### config.mk
export PLATFORM = sky130hd
export DESIGN_NAME = gate_delay_line
export DESIGN_NICKNAME = d
export VERILOG_FILES = /design/src/rtl/gate_delay_pkg.sv /design/src/rtl/gate_delay_stage.sv /design/src/rtl/gate_delay_line.sv
export SDC_FILE = /design/constraint.sdc
export NUM_CORES = 1
export LEC_CHECK = 0
export ABC_AREA = 0
export BUFFER_PORTS_ARGS = -buffer_cell sky130_fd_sc_hd__buf_4
export CORE_UTILIZATION = 45
export CTS_BUF_LIST = sky130_fd_sc_hd__clkbuf_4 sky130_fd_sc_hd__clkbuf_8 sky130_fd_sc_hd__clkbuf_16
export CTS_CLUSTER_SIZE = 25
export DETAILED_ROUTE_END_ITERATION = 8
export HOLD_SLACK_MARGIN = 0.12
export PLACE_DENSITY = 0.63
export SYNTH_ARGS = -nofsm -noshare
export SYNTH_HDL_FRONTEND = slang
export SYNTH_HIERARCHICAL = 1
export SYNTH_SLANG_ARGS = --single-unit
### constraint.sdc
create_clock -name CLK -period 2.8 [get_ports CLK]
set_clock_uncertainty 0.2 [all_clocks]
set_input_delay 0.14 -clock CLK [delete_from_list [all_inputs] [get_ports CLK]]
set_output_delay 0.14 -clock CLK [all_outputs]
set_load 0.01 [all_outputs]
### src/rtl/gate_delay_pkg.sv
// Shared constants and the delay clamp for the clocked gate delay line.
package gate_delay_pkg;

    localparam logic INV_BUF = 1'b0;
    localparam logic INV_NOT = 1'b1;

    // Maps a requested delay onto the implemented tap range 1..depth.
    function automatic int unsigned clamp_dly(input int unsigned dly, input int unsigned depth);
        if (dly == 0)
            return 1;
        else if (dly > depth)
            return depth;
        else
            return dly;
    endfunction

endpackage

### src/rtl/gate_delay_stage.sv
// One delay stage: WIDTH-bit data register plus valid bit, held when EN is low.
module gate_delay_stage
    import gate_delay_pkg::*;
#(
    parameter int WIDTH = 8
) (
    input  logic             CLK,
    input  logic             RST_N,
    input  logic             EN,
    input  logic [WIDTH-1:0] D,
    input  logic             V,
    output logic [WIDTH-1:0] Q,
    output logic             QV
);

    logic [WIDTH-1:0] data_q;
    logic             vld_q;

    always_ff @(posedge CLK) begin
        if (!RST_N) begin
            data_q <= '0;
            vld_q  <= 1'b0;
        end else if (EN) begin
            data_q <= D;
            vld_q  <= V;
        end
    end

    assign Q  = data_q;
    assign QV = vld_q;

endmodule

### src/rtl/gate_delay_line.sv
// Clocked buffer/inverter whose output lags the input by a selectable 1..DEPTH cycles.
module gate_delay_line
    import gate_delay_pkg::*;
#(
    parameter int WIDTH = 8,
    parameter int DEPTH = 8,
    parameter int DLY_W = $clog2(DEPTH + 1)
) (
    input  logic             CLK,
    input  logic             RST_N,
    input  logic             EN,
    input  logic             INV,
    input  logic [DLY_W-1:0] DLY,
    input  logic [WIDTH-1:0] A,
    output logic [WIDTH-1:0] X,
    output logic             X_VLD
);

    logic [WIDTH-1:0] cap_d;
    logic [WIDTH-1:0] stg_d [DEPTH];
    logic [WIDTH-1:0] s_q   [DEPTH];
    logic [DEPTH-1:0] vin_d;
    logic [DEPTH-1:0] v_q;
    logic [DLY_W-1:0] dly_d;
    logic [DLY_W-1:0] dly_q;

    // The transform is fixed at capture, so in-flight data ignores later INV changes.
    always_comb begin
        cap_d = A;
        case (INV)
            INV_BUF: cap_d = A;
            INV_NOT: cap_d = ~A;
            default: cap_d = A;
        endcase
    end

    for (genvar i = 0; i < DEPTH; i++) begin : g_stage
        if (i == 0) begin : g_head
            assign stg_d[i] = cap_d;
            assign vin_d[i] = 1'b1;
        end else begin : g_body
            assign stg_d[i] = s_q[i-1];
            assign vin_d[i] = v_q[i-1];
        end

        gate_delay_stage #(
            .WIDTH (WIDTH)
        ) u_stage (
            .CLK   (CLK),
            .RST_N (RST_N),
            .EN    (EN),
            .D     (stg_d[i]),
            .V     (vin_d[i]),
            .Q     (s_q[i]),
            .QV    (v_q[i])
        );
    end

    assign dly_d = DLY_W'(clamp_dly(32'(DLY), DEPTH));

    // Tap select tracks DLY every cycle, even while the pipeline is stalled.
    always_ff @(posedge CLK) begin
        if (!RST_N)
            dly_q <= DLY_W'(1);
        else
            dly_q <= dly_d;
    end

    always_comb begin
        X     = '0;
        X_VLD = 1'b0;
        for (int i = 0; i < DEPTH; i++) begin
            if (dly_q == DLY_W'(i + 1)) begin
                X     = s_q[i];
                X_VLD = v_q[i];
            end
        end
    end

endmodule

# Yosys cells after proc, flatten, opt, wreduce, memory -nomap -nowiden
# Cells that the tools add are included.
# totals
input_bits,16
out_inout_bits,9
ff_bits,76
# classes
bitwise_logic,3
eq_ne,8
order_cmp,1
n_reduce_logical,3
n_mux,18
# ops
cell,count
8-bit two-way mux,8
"4-bit by 3-bit equality test with 1-bit output, second input constant",4
8-bit one-hot mux with 2 select lines,1
"4-bit by 2-bit equality test with 1-bit output, second input constant",2
1-bit two-way mux,8
8-bit inverter,1
"4-bit by 1-bit equality test with 1-bit output, second input constant",1
"4-bit equality test, second input constant",1
"4-bit > comparator, second input constant",1
4-bit zero test,1
4-bit two-way mux,1
3-bit OR reduction,1
1-bit inverter,2
2-bit OR reduction,1

# Depth between registers and ports, before layout
# Gate-level depths: netlist of the first run.
# depth
word_depth,9
mapped_depth,6
ltp_nobuf,4

# By module
# Netlist of the first run, hierarchy kept.
# by_module_without_submodules
module,seq_area_each_um2,cells_each,area_each_um2,n_inst
gate_delay_stage,180.2,28,337.8,8
gate_delay_line,80.1,129,905.9,1

# Least setup slack after synthesis of the first run
# No wires, ideal clock.
# synth_timing
path_kind,register to output
startpoint,reg dly_q[3]
endpoint,out X[0]
t_arrival_ps,1326
path_stages_with_launch,7
required_ps,2460
setup_slack_ps,1134
path_buffers,2
path_cell_list,dfxtp_1 > nand2b_1 > buf_2 > or2_1 > buf_2 > o22a_1 > o221ai_1
# synth_via
elab_chain_cells,9
# synth_rtl
item,line_no,rtl
"start, declared",gate_delay_line.sv:25,logic [DLY_W-1:0] dly_q;
"start signal, assigned",gate_delay_line.sv:66,dly_q <= dly_d;
4-bit by 1-bit equality test with 1-bit output,gate_delay_line.sv:73,if (dly_q == DLY_W'(i + 1)) begin
8-bit two-way mux (7 in series),gate_delay_line.sv:73,
8-bit two-way mux *,gate_delay_line.sv:73,
"end, declared",gate_delay_line.sv:15,"output logic [WIDTH-1:0] X,"
# Every way passes the cells marked *; elsewhere a longest branch is shown, timed or not.

# Final worst setup path of the first run
# layout_timing
startpoint,reg dly_q[0]
endpoint,out X[2]
# The elaborated chain is that of the path after synthesis.

==> reports/results.ini, run 1 <==
[run_status]
outcome=complete, no violations

[die]
core.rowCount=32
initial_core_util_pct=46.7
die_w_um=91.5
ioPinCount=25
core_um2=7730
die_h_um=91.5
die-area_um2=8380

[logic_synthesis]
synth_fp_nets=369
postSynthCellCount=353
synth_top_area_share_pct=42.2
synth_most_common_cell=mux2i_1
synth_area_leaders=dfxtp_1 (42%), mux2i_1 (22%), nor2b_1 (12%), o221ai_1 (4.1%), buf_6 (2.5%)
async_reset_ff_share_pct=0
synth-seq-cells=76
synth.lib_cells_used.distinct=25
yosysSeqAreaShare_pct=42.2
yosysTopAreaCell=dfxtp_1
synth_common_cells=mux2i_1 (81), dfxtp_1 (76), nor2b_1 (72)
ys_warn_count=6
synthFlopType=dfxtp_1
syn_area_um2=3610
synth-edff-count=0
syn_avg_cell_area_um2=10.2

[clocking]
cts_tree=yes
cts_resized=0
cts.sinks=76
cts.path.max_buffers=2
numCtsBuffers=9
cts_root_buf=clkbuf_8
h-tree-depth=3
clk_latency_ns=0.35
clkTransAtPathRegs_ns=0.08

[cells_and_area]
regArea_um2=1520
syn_to_final_growth_pct=19.9
fin_nets=420
antenna_cells=0
final_util_pct=56.0
fin_cells=511
multi_input_area_um2=1940
drive_above_1_share_pct=12.5
fillers=705

[timing]
timing.setup.tns_ns=0
slew_viol_final=0
max_freq_mhz=407
setup_viol=0
fin_crit_sh_pct=87.8
rsz0062_at_grt=no
hold_viol=0
relSlewSlack_pct=60.5
layout_min_cycle_time_ns=2.46
worst_slew_pin_slew_ns=0.593

[pwr]
internal-power_uw=1700
cellLeakagePower_uw=0.00174
power_density_nw_per_um2=522
pwr-share-comb_pct=13.1
seqPwrFrac_pct=50.1
switching_share_pct=24.5
switching_power_uw=553
power_frac_clock_pct=36.8
ir_drop_mv=0.253

[place]
port_buffers=24
hpwl_um=4780
gp_congestion=0.783
placed_cells=467

[worst_setup_path]
critPathCaptureType=output pin
crit_path_start_kind=register
cp_cell_sequence=buf_4 > o221ai_1 > o22a_1 > o221ai_1 > buf_4
rr_startpoint=g_stage[0].u_stage/Q[7]$_SDFFE_PN0P_
worst_path_max_delay_cell=dfxtp_2
slowest_delay_ns=0.57
cp-startpoint=dly_q[0]$_SDFF_PP1_
crit_fanout=30
critPathRequiredTime_ns=2.46
critical_path_class=reg2out
crit_arrival_ns=2.12

[detailed_routing]
avgRoutedWirePerCell_um=15.0
wirelength_um=7680
drc=0
vias=2664
drt_iter0_drc=137
avgViaCountPerCell=5.21
drtPass1Iterations=4
ant_nets=0

[worst_hold_path]
hold_start=RST_N
hp-class=in2reg

[global_route]
grt_max_degree=77
grt_usage_pct=20.0
grt_pass1_vias=2704
overflow=0
antenna_found_initial=0
grt_pass1_wl_um=13000

[run]
maxCapViolCount=0

## final cells by class
cell class	count	area share [%]
Sequential cell	76	35.2
Multi-Input combinational cell	257	44.9
Clock inverter	6	1.47
Timing Repair Buffer	60	12.3
Tap cell	102	2.95
Clock buffer	10	3.18
## power groups by stage
stage	Clock (uW)	Sequential, uW	Combinational, uW
final	831	1130	296
after global placement	0	1150	245
after global routing	908	1130	323
after CTS	861	1130	296
after floorplan	0	1140	187
after detailed placement	0	1160	248
## flip-flops by register name, indices dropped and copies added, names as in the netlist
signal,flops
g_stage.u_stage/Q,64
g_stage.u_stage/QV,8
dly_q,4
## worst max-delay path, delay by kind of cell, from the launching register on
kind | cells | cell delay (ns)
AO/OA/AOI/OAI | 3 | 0.62
buffers and inverters | 2 | 0.56
flip-flops | 1 | 0.57
## final timing paths
check                           slack, ns                                   end  depth (start not counted)
worst min register to register       0.33  g_stage[7].u_stage/Q[5]$_SDFFE_PN0P_                          2
worst max-delay path                 0.34                                  X[2]                          5
worst max register to register       1.37  g_stage[0].u_stage/Q[7]$_SDFFE_PN0P_                          3
worst min-delay path                 0.13  g_stage[5].u_stage/Q[7]$_SDFFE_PN0P_                          2
## layer usage
metal	up-vias	track usage, %	routed length [um]	share of wire (%)
li1	1351	-	-	-
met1	1253	27.0	3830	50
met2	45	30.6	3400	44
met3	15	2.60	229	3.0
met4	0	11.5	221	2.9
met5	-	0	0	0
## per-stage QoR
stage / setup slack [ns] / hold slack (ns) / total power, uW / instance area, um^2
global route: 0.223 / 0.181 / 2360 / 4330
finish: 0.343 / 0.129 / 2260 / 4330
floorplan: 1.13 / 0.0162 / 1330 / 3610
CTS: 0.349 / 0.127 / 2290 / 4330
global placement: 0.774 / 0.169 / 1400 / 3850
detailed placement: 0.743 / 0.169 / 1400 / 3850
## what timing repair did
item / CTS / global route
setup buffers: 0 / 0
hold endpoints to repair: 24 / 0
hold buffers: 28 / 0
## cells in the final DEF, fill, tap and decap left out, types with 10 or more instances in the layout
cell / synthesis / routed
o221ai_1: 17 / 17
dfxtp_1: 76 / 75
nor2b_1: 72 / 72
buf_4: 0 / 31
nand2_1: 19 / 19
nor2_1: 12 / 12
mux2i_1: 81 / 81
clkbuf_8: 0 / 10
dlygate4sd3_1: 0 / 28
## cell families (layout without fill, tap and decap cells)
kind of cell / count (synthesis) / after routing / share of synthesized area [%]
simple gates: 112 / 112 / 17.8
buf+inv: 20 / 76 / 3.99
xor+xnor: 8 / 8 / 1.94
flops: 76 / 76 / 42.2
mux: 81 / 81 / 22.5
other cells: 1 / 1 / 0.104
compound gates: 55 / 55 / 11.5
No activity file was read; power rests on OpenSTA's default activity.
==> inputs of run 2 (changes only) <==
--- a/config.mk
+++ b/config.mk
@@ -7,12 +7,14 @@
 export LEC_CHECK = 0
 export ABC_AREA = 0
 export BUFFER_PORTS_ARGS = -buffer_cell sky130_fd_sc_hd__buf_4
+export CELL_PAD_IN_SITES_DETAIL_PLACEMENT = 0
+export CELL_PAD_IN_SITES_GLOBAL_PLACEMENT = 1
 export CORE_UTILIZATION = 45
 export CTS_BUF_LIST = sky130_fd_sc_hd__clkbuf_4 sky130_fd_sc_hd__clkbuf_8 sky130_fd_sc_hd__clkbuf_16
 export CTS_CLUSTER_SIZE = 25
 export DETAILED_ROUTE_END_ITERATION = 8
 export HOLD_SLACK_MARGIN = 0.12
-export PLACE_DENSITY = 0.63
+export PLACE_DENSITY = 0.77
 export SYNTH_ARGS = -nofsm -noshare
 export SYNTH_HDL_FRONTEND = slang
 export SYNTH_HIERARCHICAL = 1
==> reports/results.ini, run 2 (same netlist as run 1, synthesis figures left out) <==
[clocking]
clkTransAtPathRegs_ns=0.08
post_cts_buffers=0
numCtsBuffers=9
cts.path.max_buffers=2
cts_resized=0
clk_latency_ns=0.35
cts_root_buf=clkbuf_8
cts.sinks=76
cts_tree=yes
h-tree-depth=3
ctsHoldBuffers=20

[worst_setup_path]
slowest_delay_ns=0.93
cp-startpoint=dly_q[1]$_SDFF_PP0_
critical_path_class=reg2out
critPathRequiredTime_ns=2.46
rr_startpoint=g_stage[0].u_stage/Q[2]$_SDFFE_PN0P_
crit_path_start_kind=register
cp_cell_sequence=nor4b_2 > nand2_1 > o221ai_1 > buf_4
crit_fanout=16
crit_arrival_ns=2.18
worst_path_max_delay_cell=nor4b_2
critPathCaptureType=output pin

[timing]
hold_viol=0
finalWorstSetupSlack_ns=0.285
fin_crit_sh_pct=89.8
layout_min_cycle_time_ns=2.52
timing.setup.tns_ns=0
max_freq_mhz=398
slew_viol_final=0
setup_viol=0
worst_slew_pin_slew_ns=0.986
rsz0062_at_grt=no
relSlewSlack_pct=34.1

[pwr]
cellLeakagePower_uw=0.00174
power_density_nw_per_um2=544
ir_drop_mv=0.232

[detailed_routing]
drc=0
vias=2624
drtPass1Iterations=4
ant_nets=0
wirelength_um=7630
avgRoutedWirePerCell_um=15.1
avgViaCountPerCell=5.20
drt_iter0_drc=104

[global_route]
overflow=0
grt_pass1_vias=2477
grt_usage_pct=19.9
grt_pass1_wl_um=12900
grt_max_degree=77
antenna_found_initial=0

[die]
die-area_um2=8380
ioPinCount=25
die_h_um=91.5
initial_core_util_pct=46.7
core.rowCount=32
core_um2=7730
die_w_um=91.5

[cells_and_area]
antenna_cells=0
stdcell_area_um2=4290
fin_nets=415
drive_above_1_share_pct=13.2
syn_to_final_growth_pct=18.8
layout_commonest_cell=mux2i_1
final_util_pct=55.5
layout_common_cells=mux2i_1 (81), dfxtp_1 (75), nor2b_1 (72), buf_4 (34), dlygate4sd3_1 (20)
largest_reg_flops=64

[run]
maxCapViolCount=0

[worst_hold_path]
hp-class=in2reg
hold_start=RST_N

[place]
port_buffers=24
gp_congestion=0.726
dpl_cell_area_um2=3870
hpwl_um=4800
pre_cts_slack_ns=0.541

[run_status]
outcome=complete, no violations

run 2: cell types whose count changed in the layout (fill, tap and decap cells not counted), sizes merged:
cell         before  now
buf              32   35
dlygate4sd3      28   20
clkinvlp          2    0
bufinv            1    2
clkbuf           10   11
clkinv            3    2
run 2: path summary, 6_finish.rpt:
path,end,slack [ns],cells past startpoint
min,g_stage[6].u_stage/Q[2]$_SDFFE_PN0P_,0.14,2
min reg2reg,g_stage[7].u_stage/Q[1]$_SDFFE_PN0P_,0.32,2
max,X[5],0.28,4
max reg2reg,g_stage[1].u_stage/Q[2]$_SDFFE_PN0P_,1.90,2
run 2: report_power, final:
part	internal, uW	switching [uW]
registers	1100	29.8
clock network	532	388
logic	156	124
run 2: layout make-up:
type | instances | area [um^2]
flip-flops and latches | 76 | 1520
repair buffers | 55 | 475
well taps | 102 | 128
multi-input cells | 257 | 1940
clock inverters | 4 | 73.8
fillers | 696 | 3440
clock buffers | 11 | 145
run 2: critical path, delay by kind of cell (launching register included):
family	cells	cell delay, ns
AO/OA/AOI/OAI	1	0.12
buffers and inverters	1	0.16
flip-flops	1	0.48
AND/OR/NAND/NOR	2	1.05
run 2: layer usage:
layer | vias up | track usage [%] | wire [um]
met5 | - | 0 | 0
met4 | 0 | 9.13 | 77
met3 | 6 | 3.10 | 362
met2 | 55 | 27.8 | 3170
met1 | 1226 | 29.5 | 4020
li1 | 1337 | - | -
run 2: through the flow:
stage / std cells / hold slack (ns) / power, uW
after global placement: 470 / 0.171 / 1410
after CTS: 505 / 0.145 / 2350
after detailed placement: 470 / 0.168 / 1410
after global routing: 505 / 0.177 / 2440
after floorplan: 353 / 0.0162 / 1330
final: 505 / 0.138 / 2330
==> inputs of run 3 (changes only) <==
--- a/config.mk
+++ b/config.mk
@@ -9,6 +9,7 @@
 export BUFFER_PORTS_ARGS = -buffer_cell sky130_fd_sc_hd__buf_4
 export CELL_PAD_IN_SITES_DETAIL_PLACEMENT = 0
 export CELL_PAD_IN_SITES_GLOBAL_PLACEMENT = 1
+export CORE_ASPECT_RATIO = 0.7
 export CORE_UTILIZATION = 45
 export CTS_BUF_LIST = sky130_fd_sc_hd__clkbuf_4 sky130_fd_sc_hd__clkbuf_8 sky130_fd_sc_hd__clkbuf_16
 export CTS_CLUSTER_SIZE = 25
==> reports/results.ini, run 3 (same netlist as run 1, synthesis figures left out) <==
[cells_and_area]
largest_reg_flops=64
antenna_cells=0
layout_commonest_cell=mux2i_1
fin_nets=409
layout_common_cells=mux2i_1 (81), dfxtp_1 (75), nor2b_1 (72), buf_4 (28), dlygate4sd3_1 (20)
syn_to_final_growth_pct=19.5
drive_above_1_share_pct=12.1
fillers=668

[global_route]
antenna_found_initial=0
grt_pass1_vias=2468
grt_pass1_wl_um=12400
grt_max_degree=77
overflow=0
grt_usage_pct=19.4

[place]
hpwl_um=4800
port_buffers=24
gp_congestion=0.794

[worst_setup_path]
crit_arrival_ns=2.22
rr_startpoint=g_stage[0].u_stage/QV$_SDFFE_PN0P_
r2r-end=g_stage[0].u_stage/QV$_SDFFE_PN0P_
crit_end=X_VLD
critical_path_class=reg2out
critPathCaptureType=output pin
crit_path_start_kind=register
critPathRequiredTime_ns=2.46
crit_fanout=25
rrSetupSlack_ns=1.92
reg2reg_depth=2
cp-startpoint=dly_q[0]$_SDFF_PP1_

[timing]
worst_slew_pin_slew_ns=0.689
slew_viol_final=0
relSlewSlack_pct=53.9
max_freq_mhz=391
timing.setup.tns_ns=0
setup_viol=0
hold_viol=0
rsz0062_at_grt=no
layout_min_cycle_time_ns=2.56
fin_crit_sh_pct=91.3

[clocking]
clkTransAtPathRegs_ns=0.06
numCtsBuffers=9
post_cts_buffers=0
h-tree-depth=3
clk_latency_ns=0.33
cts.sinks=76
cts_tree=yes
cts_root_buf=clkbuf_16
cts_resized=0
cts.path.max_buffers=2

[detailed_routing]
top_layer=met4
avgViaCountPerCell=5.24
wl_met2_um=3670
drt_iter0_drc=125
drc=0
vias=2601
wirelength_um=7490
m1WireLength_um=3580
wl_met3_um=217
ant_nets=0
drtPass1Iterations=4
avgRoutedWirePerCell_um=15.1

[worst_hold_path]
hp-class=in2reg

[run_status]
outcome=complete, no violations

[die]
initial_core_util_pct=48.0
core_um2=7510
ioPinCount=25
core.rowCount=26
die_h_um=76.9
die-area_um2=8390
die_w_um=109

[pwr]
finalPower_uw=2510
power_density_nw_per_um2=582
ir_drop_mv=0.373
cellLeakagePower_uw=0.00174

[run]
maxCapViolCount=0

[run 3: worst min path at each step]
stage,slack [ns],end,startpoint,depth (start not counted)
final,0.15,g_stage[1].u_stage/Q[0]$_SDFFE_PN0P_,RST_N,2
after global routing,0.19,g_stage[2].u_stage/Q[6]$_SDFFE_PN0P_,EN,3
after CTS,0.16,g_stage[5].u_stage/Q[4]$_SDFFE_PN0P_,RST_N,2
after detailed placement,0.16,dly_q[0]$_SDFF_PP1_,DLY[3],2
after global placement,0.16,dly_q[0]$_SDFF_PP1_,DLY[3],2
after floorplan,0.02,dly_q[0]$_SDFF_PP1_,RST_N,1
[run 3: cell type report]
cell class	count	area, um^2	area share (%)
Sequential cell	76	1520	35.3
Clock buffer	13	274	6.35
Tap cell	98	123	2.84
Clock inverter	3	20.0	0.464
Timing Repair Buffer	49	430	9.98
Multi-Input combinational cell	257	1940	45.1
[run 3: critical path, stage by stage, from the launching register on]
cell	delay, ns
dfxtp_2	0.69
buf_4	0.39
o221ai_1	0.18
o22a_1	0.27
o221ai_1	0.17
buf_4	0.16
[run 3: per-layer routing]
metal / track usage [%] / up-vias
met4: 7.16 / 0
met2: 29.5 / 35
li1: - / 1327
met5: 0 / -
met1: 25.4 / 1237
met3: 6.21 / 2
[run 3: per-stage QoR]
step	worst slack, ns	cells	hold WS (ns)	instance area [um^2]	utilization, %
2_1_floorplan	1.13	353	0.0162	3610	-
3_3_place_gp	0.569	460	0.157	3820	50.8
3_5_place_dp	0.589	460	0.163	3820	50.8
4_1_cts	0.226	496	0.159	4310	57.4
5_1_grt	0.103	496	0.193	4310	57.4
6_report	0.243	496	0.154	4310	57.4
[run 3: where the power goes]
part	leakage [uW]	total, uW	switching (uW)	internal, uW
clock network	0.000141	1100	423	680
logic	0.000982	274	122	152
registers	0.000616	1130	29.8	1100
[run 3: timing repair]
item	4_1_cts	5_1_grt
hold endpoints to repair	12	0
hold buffers	20	0
endpoints found under the setup margin	0	0
